<file path="config.mk">
export PLATFORM = sky130hd
export DESIGN_NAME = fnd_scan_controller
export DESIGN_NICKNAME = d
export VERILOG_FILES = /design/src/rtl/fnd_pkg.sv /design/src/rtl/fnd_slot_timer.sv /design/src/rtl/fnd_scan_controller.sv
export SDC_FILE = /design/constraint.sdc
export NUM_CORES = 1
export LEC_CHECK = 0
export ABC_AREA = 0
export BUFFER_PORTS_ARGS = -buffer_cell sky130_fd_sc_hd__buf_2
export CELL_PAD_IN_SITES_DETAIL_PLACEMENT = 2
export CELL_PAD_IN_SITES_GLOBAL_PLACEMENT = 2
export CORE_ASPECT_RATIO = 0.7
export CORE_MARGIN = 3
export CORE_UTILIZATION = 38
export DETAILED_ROUTE_END_ITERATION = 8
export PLACE_DENSITY = 0.85
export REMOVE_ABC_BUFFERS = 1
export SYNTH_ARGS = -nofsm -noshare
export SYNTH_HDL_FRONTEND = slang
export SYNTH_SLANG_ARGS = --single-unit
</file>
<file path="constraint.sdc">
create_clock -name i_clk -period 3.7 [get_ports i_clk]
set_input_delay 0.37 -clock i_clk [delete_from_list [all_inputs] [get_ports i_clk]]
set_output_delay 0.37 -clock i_clk [all_outputs]
set_load 0.01 [all_outputs]
</file>
<file path="src/rtl/fnd_pkg.sv">
// Shared types and constants for the 4-digit FND scanner.
// Slot length is derived here so the top and the timer agree on it.
package fnd_pkg;

  typedef enum logic {
    ST_BLANK   = 1'b0,
    ST_DISPLAY = 1'b1
  } scanState_t;

  localparam int DIGIT_COUNT = 4;
  localparam int POS_W       = 2;
  localparam int NIBBLE_W    = 4;

  function automatic int slotCycles(input int clkFreqHz, input int scanHz);
    return clkFreqHz / scanHz;
  endfunction

endpackage

</file>
<file path="src/rtl/fnd_slot_timer.sv">
// Counts cycles within the current scan phase and flags the last one.
// The count restarts whenever the last cycle is reached, which is exactly when the phase changes.
module fnd_slot_timer #(
  parameter int BLANK_LEN   = 1000,
  parameter int DISPLAY_LEN = 99000
) (
  input  logic i_clk,
  input  logic i_reset_n,
  input  logic i_displaySel,
  output logic o_lastCycle
);

  localparam int MAX_LEN = (BLANK_LEN > DISPLAY_LEN) ? BLANK_LEN : DISPLAY_LEN;
  localparam int CNT_W   = $clog2(MAX_LEN + 1);

  // A zero-length blank phase is treated as a single cycle that ends immediately.
  localparam logic [CNT_W-1:0] BLANK_LAST   = CNT_W'((BLANK_LEN == 0) ? 0 : BLANK_LEN - 1);
  localparam logic [CNT_W-1:0] DISPLAY_LAST = CNT_W'(DISPLAY_LEN - 1);

  logic [CNT_W-1:0] slotCnt;

  assign o_lastCycle = (slotCnt == (i_displaySel ? DISPLAY_LAST : BLANK_LAST));

  always_ff @(posedge i_clk or negedge i_reset_n) begin
    if (!i_reset_n) begin
      slotCnt <= '0;
    end else if (o_lastCycle) begin
      slotCnt <= '0;
    end else begin
      slotCnt <= slotCnt + 1'b1;
    end
  end

endmodule

</file>
<file path="src/rtl/fnd_scan_controller.sv">
// Time-multiplexed scanner for a 4-digit FND: blank gap, then display, per position.
// The displayed word is swapped only when the position wraps 3->0, so frames never mix data.
module fnd_scan_controller
  import fnd_pkg::*;
#(
  parameter int CLK_FREQ_HZ  = 100000000,
  parameter int SCAN_HZ      = 1000,
  parameter int BLANK_CYCLES = 1000,
  parameter int LZ_SUPPRESS  = 0
) (
  input  logic                          i_clk,
  input  logic                          i_reset_n,
  input  logic [NIBBLE_W*DIGIT_COUNT-1:0] i_value,
  input  logic [DIGIT_COUNT-1:0]        i_dpMask,
  input  logic [DIGIT_COUNT-1:0]        i_digitEn,
  input  logic                          i_load,
  output logic [POS_W-1:0]              o_digitPosion,
  output logic [NIBBLE_W-1:0]           o_digitValue,
  output logic                          o_dp,
  output logic                          o_blank,
  output logic                          o_frameStart
);

  localparam int SLOT           = slotCycles(CLK_FREQ_HZ, SCAN_HZ);
  localparam int DISPLAY_CYCLES = SLOT - BLANK_CYCLES;
  localparam int WORD_W         = NIBBLE_W * DIGIT_COUNT;

  if (BLANK_CYCLES < 0 || BLANK_CYCLES > SLOT - 1) begin : gBadBlank
    $error("fnd_scan_controller: BLANK_CYCLES out of range 0..SLOT-1");
  end

  scanState_t             state, stateNext;
  logic [POS_W-1:0]       pos, posNext;
  logic                   lastCycle, advance, wrap;
  logic [WORD_W-1:0]      pendValue, shadowValue, shadowValueNext;
  logic [DIGIT_COUNT-1:0] pendDp, shadowDp, shadowDpNext;
  logic [DIGIT_COUNT-1:0] pendEn, shadowEn, shadowEnNext;
  logic [DIGIT_COUNT-1:0] supNext;

  fnd_slot_timer #(
    .BLANK_LEN   (BLANK_CYCLES),
    .DISPLAY_LEN (DISPLAY_CYCLES)
  ) u_slotTimer (
    .i_clk        (i_clk),
    .i_reset_n    (i_reset_n),
    .i_displaySel (state == ST_DISPLAY),
    .o_lastCycle  (lastCycle)
  );

  always_comb begin
    stateNext       = state;
    posNext         = pos;
    advance         = 1'b0;
    shadowValueNext = shadowValue;
    shadowDpNext    = shadowDp;
    shadowEnNext    = shadowEn;
    if (lastCycle) begin
      if (state == ST_BLANK) begin
        advance   = 1'b1;
        stateNext = ST_DISPLAY;
      end else if (BLANK_CYCLES == 0) begin
        advance = 1'b1;
      end else begin
        stateNext = ST_BLANK;
      end
    end
    if (advance) begin
      posNext = pos + 1'b1;
    end
    wrap = advance && (pos == POS_W'(DIGIT_COUNT - 1));
    // A load landing on the wrap cycle goes straight to the new frame.
    if (wrap) begin
      shadowValueNext = i_load ? i_value   : pendValue;
      shadowDpNext    = i_load ? i_dpMask  : pendDp;
      shadowEnNext    = i_load ? i_digitEn : pendEn;
    end
  end

  // Position k is a leading zero when nibbles k..3 are zero and no dp is lit at or above it.
  for (genvar gi = 0; gi < DIGIT_COUNT; gi++) begin : gSup
    if (gi == 0 || LZ_SUPPRESS == 0) begin : gNone
      assign supNext[gi] = 1'b0;
    end else begin : gLz
      assign supNext[gi] = (shadowValueNext[WORD_W-1:NIBBLE_W*gi] == '0) &&
                           (shadowDpNext[DIGIT_COUNT-1:gi] == '0);
    end
  end

  always_ff @(posedge i_clk or negedge i_reset_n) begin
    if (!i_reset_n) begin
      state        <= ST_BLANK;
      pos          <= POS_W'(DIGIT_COUNT - 1);
      pendValue    <= '0;
      pendDp       <= '0;
      pendEn       <= '1;
      shadowValue  <= '0;
      shadowDp     <= '0;
      shadowEn     <= '1;
      o_digitValue <= '0;
      o_dp         <= 1'b0;
      o_blank      <= 1'b1;
      o_frameStart <= 1'b0;
    end else begin
      state       <= stateNext;
      pos         <= posNext;
      shadowValue <= shadowValueNext;
      shadowDp    <= shadowDpNext;
      shadowEn    <= shadowEnNext;
      if (i_load) begin
        pendValue <= i_value;
        pendDp    <= i_dpMask;
        pendEn    <= i_digitEn;
      end
      o_digitValue <= shadowValueNext[NIBBLE_W*posNext +: NIBBLE_W];
      o_dp         <= shadowDpNext[posNext];
      o_blank      <= (stateNext == ST_BLANK) | ~shadowEnNext[posNext] | supNext[posNext];
      o_frameStart <= wrap;
    end
  end

  assign o_digitPosion = pos;

endmodule
</file>
==> metrics.md, run 1 <==
| Metric | Value |
|---|---|
| Hold crit path type | input port to asynchronous set/reset pin |
| Core area | 0.00801 sq mm |
| DR vias | 2,209 |
| Pre-antenna DRT Iters | 4 |
| Library cells used by synthesis | 36 |
| Die span in y | between 80 and 90 um |
| Synth async-reset ratio | 1.00 |
| Initial antenna violation count | 0 |
| Post-synthesis sequential area ratio | 0.593 |
| Number of synthesized flops with an enable pin | 0 |
| Wire length of the first global-routing pass | 13,500 um |
| Final period util | 0.836 |
| Max-cap violations | 0 |
| R2r endpoint | o_digitValue[0] |
| CTS HTree Levels | 3 |
| Initial DRC Count | 63 |
| Cell breakdown of the critical path | or4_1 > or4_4 > nor2_2 > ha_1 > nand2_1 > inv_1 > buf_4 > mux2i_1 > o221ai_1 > o21a_1 |
| Avg Vias per Cell | roughly 5.2 |
| Setup Fix Bufs, Post-CTS | 0 |
| Critical path class | register to register |
| CTS sink count | between 70 and 80 |
| Commonest non-fill, non-tap cell in the layout | dfrtp_1 |
| Netlist Area Pre-Place | between 0.003 and 0.004 sq mm |
| IO Pins | 36 |
| Total wire length | slightly above 8000 um |
| CP Launch Type | register |
| Leakage power | about 0.0017 uW |
| Row Count | 27 |
| Crit path max fanout | 18 |
| Fmax | approximately 320 MHz |
| Layout cells sized above 1 | 0.299 |
| R2R depth | 10 |
| HPWL Detailed | roughly 5300 um |
| Final std cells w/o fill | ~420 |
| Routed WL per cell | just under 20 um |
| Top delay family on crit path | simple AND/OR/NAND/NOR gates |
| Final Max Slew Viols | 0 |
| Post-Synthesis Cells | around 280 |
| Final min period | approximately 3.1 ns |
| Initial core utilization | 0.398 |
| Placer Congestion | 0.800 |
| Nets | between 300 and 400 |
| Cell Pwr Density | roughly 470 mW/mm^2 |
| Total CTS buffers | 9 |
| CTS resizes | 0 |
| Worst path max stage delay | 0.54 ns |
| Post-route ant nets | 0 |
| PortBufs | 35 |
| Clock buffer depth | 2 |
| Worst Setup EP | o_digitValue[0] |
| Setup violations, final | 0 |
| Worst path depth | 10 |
| Vias in the first global route | between 2,000 and 3,000 |
| Crit path buf inv count | 2 |
| Most frequent cells in the layout | dfrtp_1, nor2_1, buf_2 |
| CTS tree | done |
| Cell at the slowest stage of the critical path | or4_4 |
| Fin Hold WS | ~0.18 ns |
| Syn avg cell area | ~12 sq um |
| Clk root buf | clkbuf_16 |
| RSZ-0062 raised after global routing | false |
| Top_reg_cell synth | dfrtp_1 |
| Worst setup startpoint | u_slotTimer.slotCnt[12] |
| Slew HR | 0.373 |
| Horiz. Die Dim | about 120 um |
| Layout area overhead | 17.9% |
| Worst-Margin Slew | ~0.94 ns |
| Hold Vio Cnt, Final | 0 |
| Worst skew pair latency | 0.33 ns |
| Crit path DAT | roughly 3.3 ns |
| DIE AREA | 0.00954 sq mm |
| RR Startpoint | u_slotTimer.slotCnt[12] |
| DRC | 0 |
| Synthesis-stage register bit count | 75 |
| Syn. warnings | 0 |
| GR Util All Layers | 0.192 |
| Clock skew | between 0.002 and 0.0025 ns |
| Worst path required time | between 3 and 4 ns |
| Diode count | 0 |
| Pin count of the biggest net entering global routing | 76 |
| Crit. End Element | register |
| Placed insts | 406 |
| CTS clk-pin slew, worst paths | 0.06 ns |
| Status | finished clean |
| Grt ovf | 0 |
| Worst vdd ir | roughly 0.26 mV |
| CTS Hold Bufs | 0 |
| Setup slack, reg-to-reg | 0.61 ns |
==> through the flow <==
| stage | cell area (sq um) | setup TNS, ns | setup WS (ns) | utilization | total power (uW) |
|---|---|---|---|---|---|
| after global routing | 3760 | 0 | 0.436 | 0.470 | 1850 |
| after floorplan | 3130 | -0.124 | -0.124 | - | 919 |
| final | 3760 | 0 | 0.605 | 0.470 | 1770 |
| after CTS | 3760 | 0 | 0.589 | 0.470 | 1800 |
| after global placement | 3480 | 0 | 0.863 | 0.434 | 960 |
| after detailed placement | 3480 | 0 | 0.657 | 0.434 | 967 |
==> metal layers <==
metal / part of all wire / GRT usage / vias up / routed length, um
li1: - / - / 1017 / -
met4: 0.011 / 0.0774 / 0 / 87
met3: 0.030 / 0.0510 / 9 / 245
met5: 0 / 0 / - / 0
met2: 0.50 / 0.330 / 35 / 4070
met1: 0.46 / 0.232 / 1148 / 3720
==> worst reg2reg max path, stage by stage (launching register included) <==
cell      delay (ns)
dfrtp_1         0.42
or4_1           0.53
or4_4           0.54
nor2_2          0.12
ha_1            0.23
nand2_1         0.10
inv_1           0.12
buf_4           0.27
mux2i_1         0.34
o221ai_1        0.17
o21a_1          0.14
==> cell families (layout without fill, tap and decap cells) <==
kind of cell	after synthesis	count (layout)	synth area share
compound gates	33	33	0.0691
xor+xnor	14	14	0.0385
fa+ha+maj	3	3	0.0118
simple gates	86	86	0.124
flops	75	75	0.593
mux	37	37	0.126
buf+inv	28	73	0.0373
==> flip-flops by register name, summed over array words and instances, names as in the netlist <==
name / count
o_blank: 1
o_digitPosion: 2
o_digitValue: 4
o_dp: 1
o_frameStart: 1
pendDp: 4
pendEn: 4
pendValue: 16
shadowDp: 4
shadowEn: 4
shadowValue: 16
state: 1
u_slotTimer.slotCnt: 17
==> power by group <==
part           leakage (uW)  switching, uW  total [uW]  internal [uW]
logic              0.000659           45.0        83.1           38.1
registers          0.000938           11.4         870            859
clock network      0.000135            327         814            488
total               0.00173            383        1770           1380
==> cell usage after synthesis, types with 3 or more instances <==
| cell | n | area share |
|---|---|---|
| o21a_1 | 5 | 0.012 |
| nor4_1 | 3 | 0.0059 |
| nand3_1 | 5 | 0.0078 |
| dfrtp_1 | 64 | 0.50 |
| dfstp_2 | 11 | 0.091 |
| nor2_1 | 53 | 0.062 |
| buf_2 | 5 | 0.0078 |
| o21ai_0 | 12 | 0.019 |
| mux2i_1 | 11 | 0.035 |
| xor2_1 | 6 | 0.016 |
| mux2_2 | 26 | 0.092 |
| xnor2_1 | 8 | 0.022 |
| clkbuf_1 | 5 | 0.0059 |
| ha_1 | 3 | 0.012 |
| inv_1 | 16 | 0.019 |
| nor3_1 | 4 | 0.0063 |
| nand2_1 | 8 | 0.0094 |
| o221ai_1 | 6 | 0.016 |
| o22ai_1 | 6 | 0.012 |
==> how the worst min path moves through the flow <==
stage,start,endpoint,slack [ns]
global placement,shadowValue[8],shadowValue[8],0.46
global route,i_reset_n,shadowValue[9],0.25
finish,i_reset_n,pendValue[13],0.18
floorplan,i_reset_n,o_digitValue[0],0.07
detailed placement,shadowValue[3],shadowValue[3],0.48
CTS,i_reset_n,o_digitValue[1],0.21
==> layout make-up <==
| type | count | area, sq um |
|---|---|---|
| fill | 817 | 4250 |
| sequential | 75 | 1890 |
| multi-input combinational | 173 | 1180 |
| clock buffer | 12 | 256 |
| timing repair buffer | 41 | 223 |
| tap | 101 | 126 |
| inverter | 16 | 60.1 |
| clock inverter | 4 | 25.0 |
(Power assumes the default switching activity.)
==> run 2, diff against run 1 <==
--- a/config.mk
+++ b/config.mk
@@ -11,9 +11,9 @@
 export CELL_PAD_IN_SITES_GLOBAL_PLACEMENT = 2
 export CORE_ASPECT_RATIO = 0.7
 export CORE_MARGIN = 3
-export CORE_UTILIZATION = 38
+export CORE_UTILIZATION = 35
 export DETAILED_ROUTE_END_ITERATION = 8
-export PLACE_DENSITY = 0.85
+export PLACE_DENSITY = 0.82
 export REMOVE_ABC_BUFFERS = 1
 export SYNTH_ARGS = -nofsm -noshare
 export SYNTH_HDL_FRONTEND = slang
==> constraint.sdc (replaced) <==
create_clock -name i_clk -period 2.6 [get_ports i_clk]
set_input_delay 0.26 -clock i_clk [delete_from_list [all_inputs] [get_ports i_clk]]
set_output_delay 0.26 -clock i_clk [all_outputs]
set_load 0.01 [all_outputs]
==> metrics.md, run 2 (synthesized netlist as in run 1, its figures left out) <==
| Metric | Value |
|---|---|
| Final WS setup | -0.149 ns |
| Clock skew | 0.00651 ns |
| Max-cap violations | 0 |
| Avg Vias per Cell | 5.15 |
| Fmax | roughly 360 MHz |
| Leakage power | approximately 0.0020 uW |
| Hold Vio Cnt, Final | 0 |
| Post-route ant nets | 0 |
| Wire length of the first global-routing pass | approximately 17,000 um |
| Worst skew pair latency | between 0.3 and 0.4 ns |
| Worst path required time | 2.84 ns |
| Placed insts | roughly 440 |
| Die span in y | about 86 um |
| Final setup TNS | -0.551 ns |
| Initial DRC Count | 190 |
| Cell at the slowest stage of the critical path | or4_1 |
| DRC | 0 |
| Cell breakdown of the critical path | or4_1 > or4_4 > nor2_4 > ha_4 > buf_6 > xor2_4 > buf_6 > o21ai_1 > o221ai_1 > o311ai_2 |
| Largest register FFs | 17 |
| RSZ-0062 raised after global routing | true |
| CTS tree | done |
| Worst-Margin Slew | 0.976 ns |
| Grt met1 use | 0.249 |
| Layout area overhead | 35.3% |
| Met3 Usage GRT | 0.0501 |
| Final Max Slew Viols | 0 |
| Total wire length | between 10,000 and 15,000 um |
| Final std cells w/o fill | 474 |
| Total CTS buffers | 9 |
| Routed WL per cell | between 20 and 25 um |
| Layout cells sized above 1 | 0.415 |
| Row Count | 28 |
| Top delay family on crit path | simple AND/OR/NAND/NOR gates |
| Crit path buf inv count | 2 |
| Crit path DAT | around 3 ns |
| Most flops, register | u_slotTimer.slotCnt |
| Placer Congestion | approximately 0.75 |
| CTS clk-pin slew, worst paths | roughly 0.06 ns |
| CTS sink count | 75 |
| Worst vdd ir | roughly 0.32 mV |
| Cell Pwr Density | between 500 and 600 mW/mm^2 |
| Initial antenna violation count | 0 |
| CTS HTree Levels | 3 |
| Met2 GRT Util | 0.415 |
| Initial core utilization | 0.368 |
| Clk root buf | clkbuf_16 |
| RR Startpoint | u_slotTimer.slotCnt[14] |
| Commonest non-fill, non-tap cell in the layout | dfrtp_1 |
| Vias in the first global route | 2,915 |
| HPWL Detailed | ~5800 um |
| Critical path class | register to register |
| Biggest regs | u_slotTimer.slotCnt x17, pendValue x16, shadowValue x16 |
| Status | finished with violations |
| GR Util All Layers | 0.223 |
| Failing checks | setup timing |
| Horiz. Die Dim | approximately 120 um |
| DIE AREA | 0.0103 sq mm |
| CP dominant cell by count | buf_6 |
| Worst setup startpoint | u_slotTimer.slotCnt[14] |
| Crit path max fanout | 8 |
| CP Launch Type | register |
| Diode count | 0 |
| Final period util | 1.06 |
| Hold crit path type | input port to asynchronous set/reset pin |
| Grt ovf | 0 |
| Pre-antenna DRT Iters | 4 |
| Pin count of the biggest net entering global routing | 76 |
| Setup violations, final | 6 |
| Nets | around 380 |
| CTS Hold Bufs | 0 |
| Clock buffer depth | 2 |
| Worst path max stage delay | about 0.53 ns |
| Core area | around 0.0087 sq mm |
| GR peak layer | met2 |
| DR vias | 2,440 |
| Most frequent cells in the layout | dfrtp_1, nor2_1, buf_2 |
| Crit. End Element | register |
| Final min period | 2.75 ns |
| PortBufs | 35 |
| IO Pins | 36 |
| Slew HR | 0.349 |
==> run 2: cell types whose count changed in the layout (fill, tap and decap cells not counted), moves of 3 or more <==
cell | before | now
buf_4 | 7 | 29
mux2i_1 | 11 | 2
mux2i_4 | 0 | 6
o21ai_0 | 12 | 6
o21ai_1 | 0 | 5
buf_12 | 0 | 4
buf_6 | 0 | 4
mux2i_2 | 0 | 3
o22ai_1 | 6 | 3
o22ai_2 | 0 | 3
==> run 2: what timing repair did <==
action | 4_1_cts | 5_1_grt
pin swaps | 10 | 7
setup buffers | 10 | 2
setup endpoints to repair | 20 | 7
cloned | 1 | 1
gates resized for setup | 44 | 10
==> run 2: metrics by stage <==
stage | setup WS [ns] | hold slack [ns] | area, sq um | utilization | power (uW)
after CTS | -0.0722 | 0.109 | 4240 | 0.490 | 2530
after floorplan | -1.22 | -0.0356 | 3130 | - | 1310
after global routing | -0.205 | 0.146 | 4310 | 0.499 | 2630
after global placement | -0.115 | 0.461 | 3670 | 0.424 | 1370
final | -0.149 | 0.0399 | 4310 | 0.499 | 2530
after detailed placement | -0.307 | 0.474 | 3670 | 0.424 | 1380
==> run 2: final timing paths <==
check | end | slack [ns] | depth (start not counted)
worst min register to register | pendValue[4] | 0.50 | 1
worst max register to register | o_blank | -0.15 | 10
worst min-delay path | pendValue[0] | 0.04 | 1
min in group i_clk | pendValue[5] | 0.17 | 2
max in group asynchronous | u_slotTimer.slotCnt[11] | 1.89 | 1
worst max-delay path | o_blank | -0.15 | 10
==> run 2: metal layers <==
| metal | up-vias | share of wire |
|---|---|---|
| met5 | - | 0 |
| met4 | 0 | 0.033 |
| met3 | 26 | 0.030 |
| met2 | 54 | 0.53 |
| met1 | 1270 | 0.41 |
| li1 | 1090 | - |
==> run 2: power by group <==
part	leakage (uW)	switching, uW	internal (uW)	total, uW
combinational	0.000913	77.0	56.6	134
clock	0.000133	483	669	1150
sequential	0.000938	20.0	1220	1240
==> run 2: area by class of cell <==
class,count,area (sq um)
clock buffers,13,250
repair buffers,74,586
clock inverters,3,15.0
well taps,120,150
fillers,861,4340
multi-input cells,173,1360
inverters,16,67.6
flip-flops and latches,75,1890
==> run 2: worst register-to-register path: cells and delay by family (launching register included) <==
| family | cells | cell delay [ns] |
|---|---|---|
| adders and majority gates | 1 | 0.17 |
| and+or+nand+nor | 3 | 1.11 |
| buffers and inverters | 2 | 0.30 |
| xor gates and xnor gates | 1 | 0.18 |
| AOI/OAI and AO/OA | 3 | 0.51 |
| DFF | 1 | 0.40 |
==> run 3, diff against run 2 <==
--- a/config.mk
+++ b/config.mk
@@ -10,10 +10,9 @@
 export CELL_PAD_IN_SITES_DETAIL_PLACEMENT = 2
 export CELL_PAD_IN_SITES_GLOBAL_PLACEMENT = 2
 export CORE_ASPECT_RATIO = 0.7
-export CORE_MARGIN = 3
-export CORE_UTILIZATION = 35
+export CORE_UTILIZATION = 38
 export DETAILED_ROUTE_END_ITERATION = 8
-export PLACE_DENSITY = 0.82
+export PLACE_DENSITY = 0.85
 export REMOVE_ABC_BUFFERS = 1
 export SYNTH_ARGS = -nofsm -noshare
 export SYNTH_HDL_FRONTEND = slang
==> constraint.sdc (replaced) <==
create_clock -name i_clk -period 3.1 [get_ports i_clk]
set_input_delay 0.31 -clock i_clk [delete_from_list [all_inputs] [get_ports i_clk]]
set_output_delay 0.31 -clock i_clk [all_outputs]
set_load 0.01 [all_outputs]
==> metrics.md, run 3 (synthesized netlist as in run 1, its figures left out) <==
| Metric | Value |
|---|---|
| Diode count | 0 |
| Grt ovf | 0 |
| Biggest regs | u_slotTimer.slotCnt x17, pendValue x16, shadowValue x16 |
| Failing checks | DRC |
| Row Count | 27 |
| Layout area overhead | 19.0% |
| Combinational power share | 0.048 |
| Clk root buf | clkbuf_16 |
| RSZ-0062 raised after global routing | true |
| Final period util | 0.979 |
| GR Util All Layers | 0.203 |
| Critical path class | register to register |
| CP Launch Type | register |
| Dpl ws | -0.0779 ns |
| Pre-antenna DRT Iters | 6 |
| Crit path DAT | around 3.3 ns |
| Cell at the slowest stage of the critical path | or4_1 |
| Initial DRC Count | about 110 |
| Hold Vio Cnt, Final | 0 |
| CTS tree | done |
| Cell breakdown of the critical path | or4_1 > or4_4 > nor2_2 > ha_2 > nand2_1 > inv_2 > mux2_2 > nor2b_1 > o311ai_2 |
| Sequential group share of total power | 0.498 |
| HPWL Detailed | between 5000 and 6000 um |
| Worst-Margin Slew | roughly 0.95 ns |
| Final min period | between 3 and 4 ns |
| CTS sink count | between 70 and 80 |
| Total wire length | 8140 um |
| CTS clk-pin slew, worst paths | roughly 0.060 ns |
| Vias in the first global route | approximately 2,600 |
| Cell Pwr Density | around 550 mW/mm^2 |
| Cell internal pwr | 1630 uW |
| Commonest non-fill, non-tap cell in the layout | dfrtp_1 |
| DR vias | 2,224 |
| Fin Hold WS | between 0.1 and 0.15 ns |
| Pin count of the biggest net entering global routing | 76 |
| Status | finished with violations |
| Routed WL per cell | approximately 19 um |
| Worst path required time | approximately 3.3 ns |
| Crit. End Element | register |
| Initial core utilization | 0.398 |
| Leakage power | ~0.0017 uW |
| DRC | 6 |
| Clock buffer depth | 2 |
| IO Pins | 36 |
| Final WS setup | roughly 0.066 ns |
| Post-route ant nets | 0 |
| Fmax | around 330 MHz |
| Core area | roughly 0.008 sq mm |
| Clk pwr share | 0.453 |
| Slew HR | 0.366 |
| CTS HTree Levels | 3 |
| Layout cells sized above 1 | 0.314 |
| Placer Congestion | 0.740 |
| Largest register FFs | 17 |
| Initial antenna violation count | 0 |
| Worst skew pair latency | 0.33 ns |
| Final Max Slew Viols | 0 |
| Switching power share of the total | 0.214 |
| Max-cap violations | 0 |
| DIE AREA | ~0.0088 sq mm |
| PortBufs | 35 |
| Hold crit path type | input port to asynchronous set/reset pin |
| Worst setup startpoint | u_slotTimer.slotCnt[11] |
| Clock skew | slightly below 0.008 ns |
| Worst path max stage delay | approximately 0.56 ns |
| Switching power | about 450 uW |
| Wire length of the first global-routing pass | approximately 13,000 um |
| Horiz. Die Dim | roughly 110 um |
| Avg Vias per Cell | 5.26 |
| Total CTS buffers | 9 |
| Setup violations, final | 0 |
| Nets | around 350 |
| RR Startpoint | u_slotTimer.slotCnt[11] |
| Die span in y | 78.6 um |
| Crit path max fanout | 3 |
| Worst vdd ir | 0.339 mV |
| Most frequent cells in the layout | dfrtp_1, nor2_1, buf_2 |
| Most flops, register | u_slotTimer.slotCnt |
run 3: cell count changes in the layout (fill, tap and decap cells not counted), sizes merged:
cell / change
buf: -30
clkinv: -2
clkinvlp: +1
bufbuf: -1
run 3: power groups by stage:
stage / logic (uW) / clock network [uW] / registers, uW
6_report: 100 / 943 / 1040
3_3_place_gp: 96.8 / 0 / 1050
2_1_floorplan: 48.1 / 0 / 1050
4_1_cts: 103 / 966 / 1040
3_5_place_dp: 101 / 0 / 1050
5_1_grt: 113 / 1010 / 1040
run 3: worst max-delay path, delay by kind of cell (launching register included):
kind            cells  cell delay [ns]
compound gates      1             0.24
fa+ha+maj           1             0.23
buf+inv             1             0.12
flops               1             0.42
mux                 1             0.38
simple gates        5             1.52
run 3: path summary, 6_finish.rpt:
check                                    endpoint  slack (ns)  depth (start not counted)
max                                       o_blank        0.07                          9
min                                  pendValue[9]        0.12                          1
max reg2reg                               o_blank        0.07                          9
min reg2reg                             pendDp[0]        0.50                          1
max in group asynchronous  u_slotTimer.slotCnt[7]        2.35                          1
min in group i_clk                  pendValue[13]        0.23                          2
run 3: area by class of cell:
class	count	area, sq um
clock inverters	2	12.5
well taps	101	126
inverters	16	60.1
fillers	794	4210
repair buffers	42	245
multi-input cells	173	1200
flip-flops and latches	75	1890
clock buffers	14	254
run 3: layer usage:
| metal | GRT usage | up-vias | part of all wire |
|---|---|---|---|
| met2 | 0.357 | 27 | 0.51 |
| met1 | 0.244 | 1167 | 0.45 |
| met3 | 0.0602 | 8 | 0.028 |
| li1 | - | 1022 | - |
| met5 | 0 | - | 0 |
| met4 | 0.0568 | 0 | 0.015 |
run 3: what timing repair did:
action	CTS	global route
setup buffers	0	0
cloned	0	0
hold endpoints to repair	0	0
resized for setup	1	11
setup endpoints to repair	1	6
hold buffers	0	0
run 3: per-stage QoR:
step	cell area [sq um]	total power (uW)	TNS, ns	utilization	cells
after floorplan	3130	1100	-6.50	-	264
after global placement	3490	1150	0	0.435	407
after detailed placement	3490	1160	-0.0779	0.435	407
after CTS	3750	2110	0	0.469	423
after global routing	3790	2160	-0.128	0.474	423
final	3790	2080	0	0.474	423
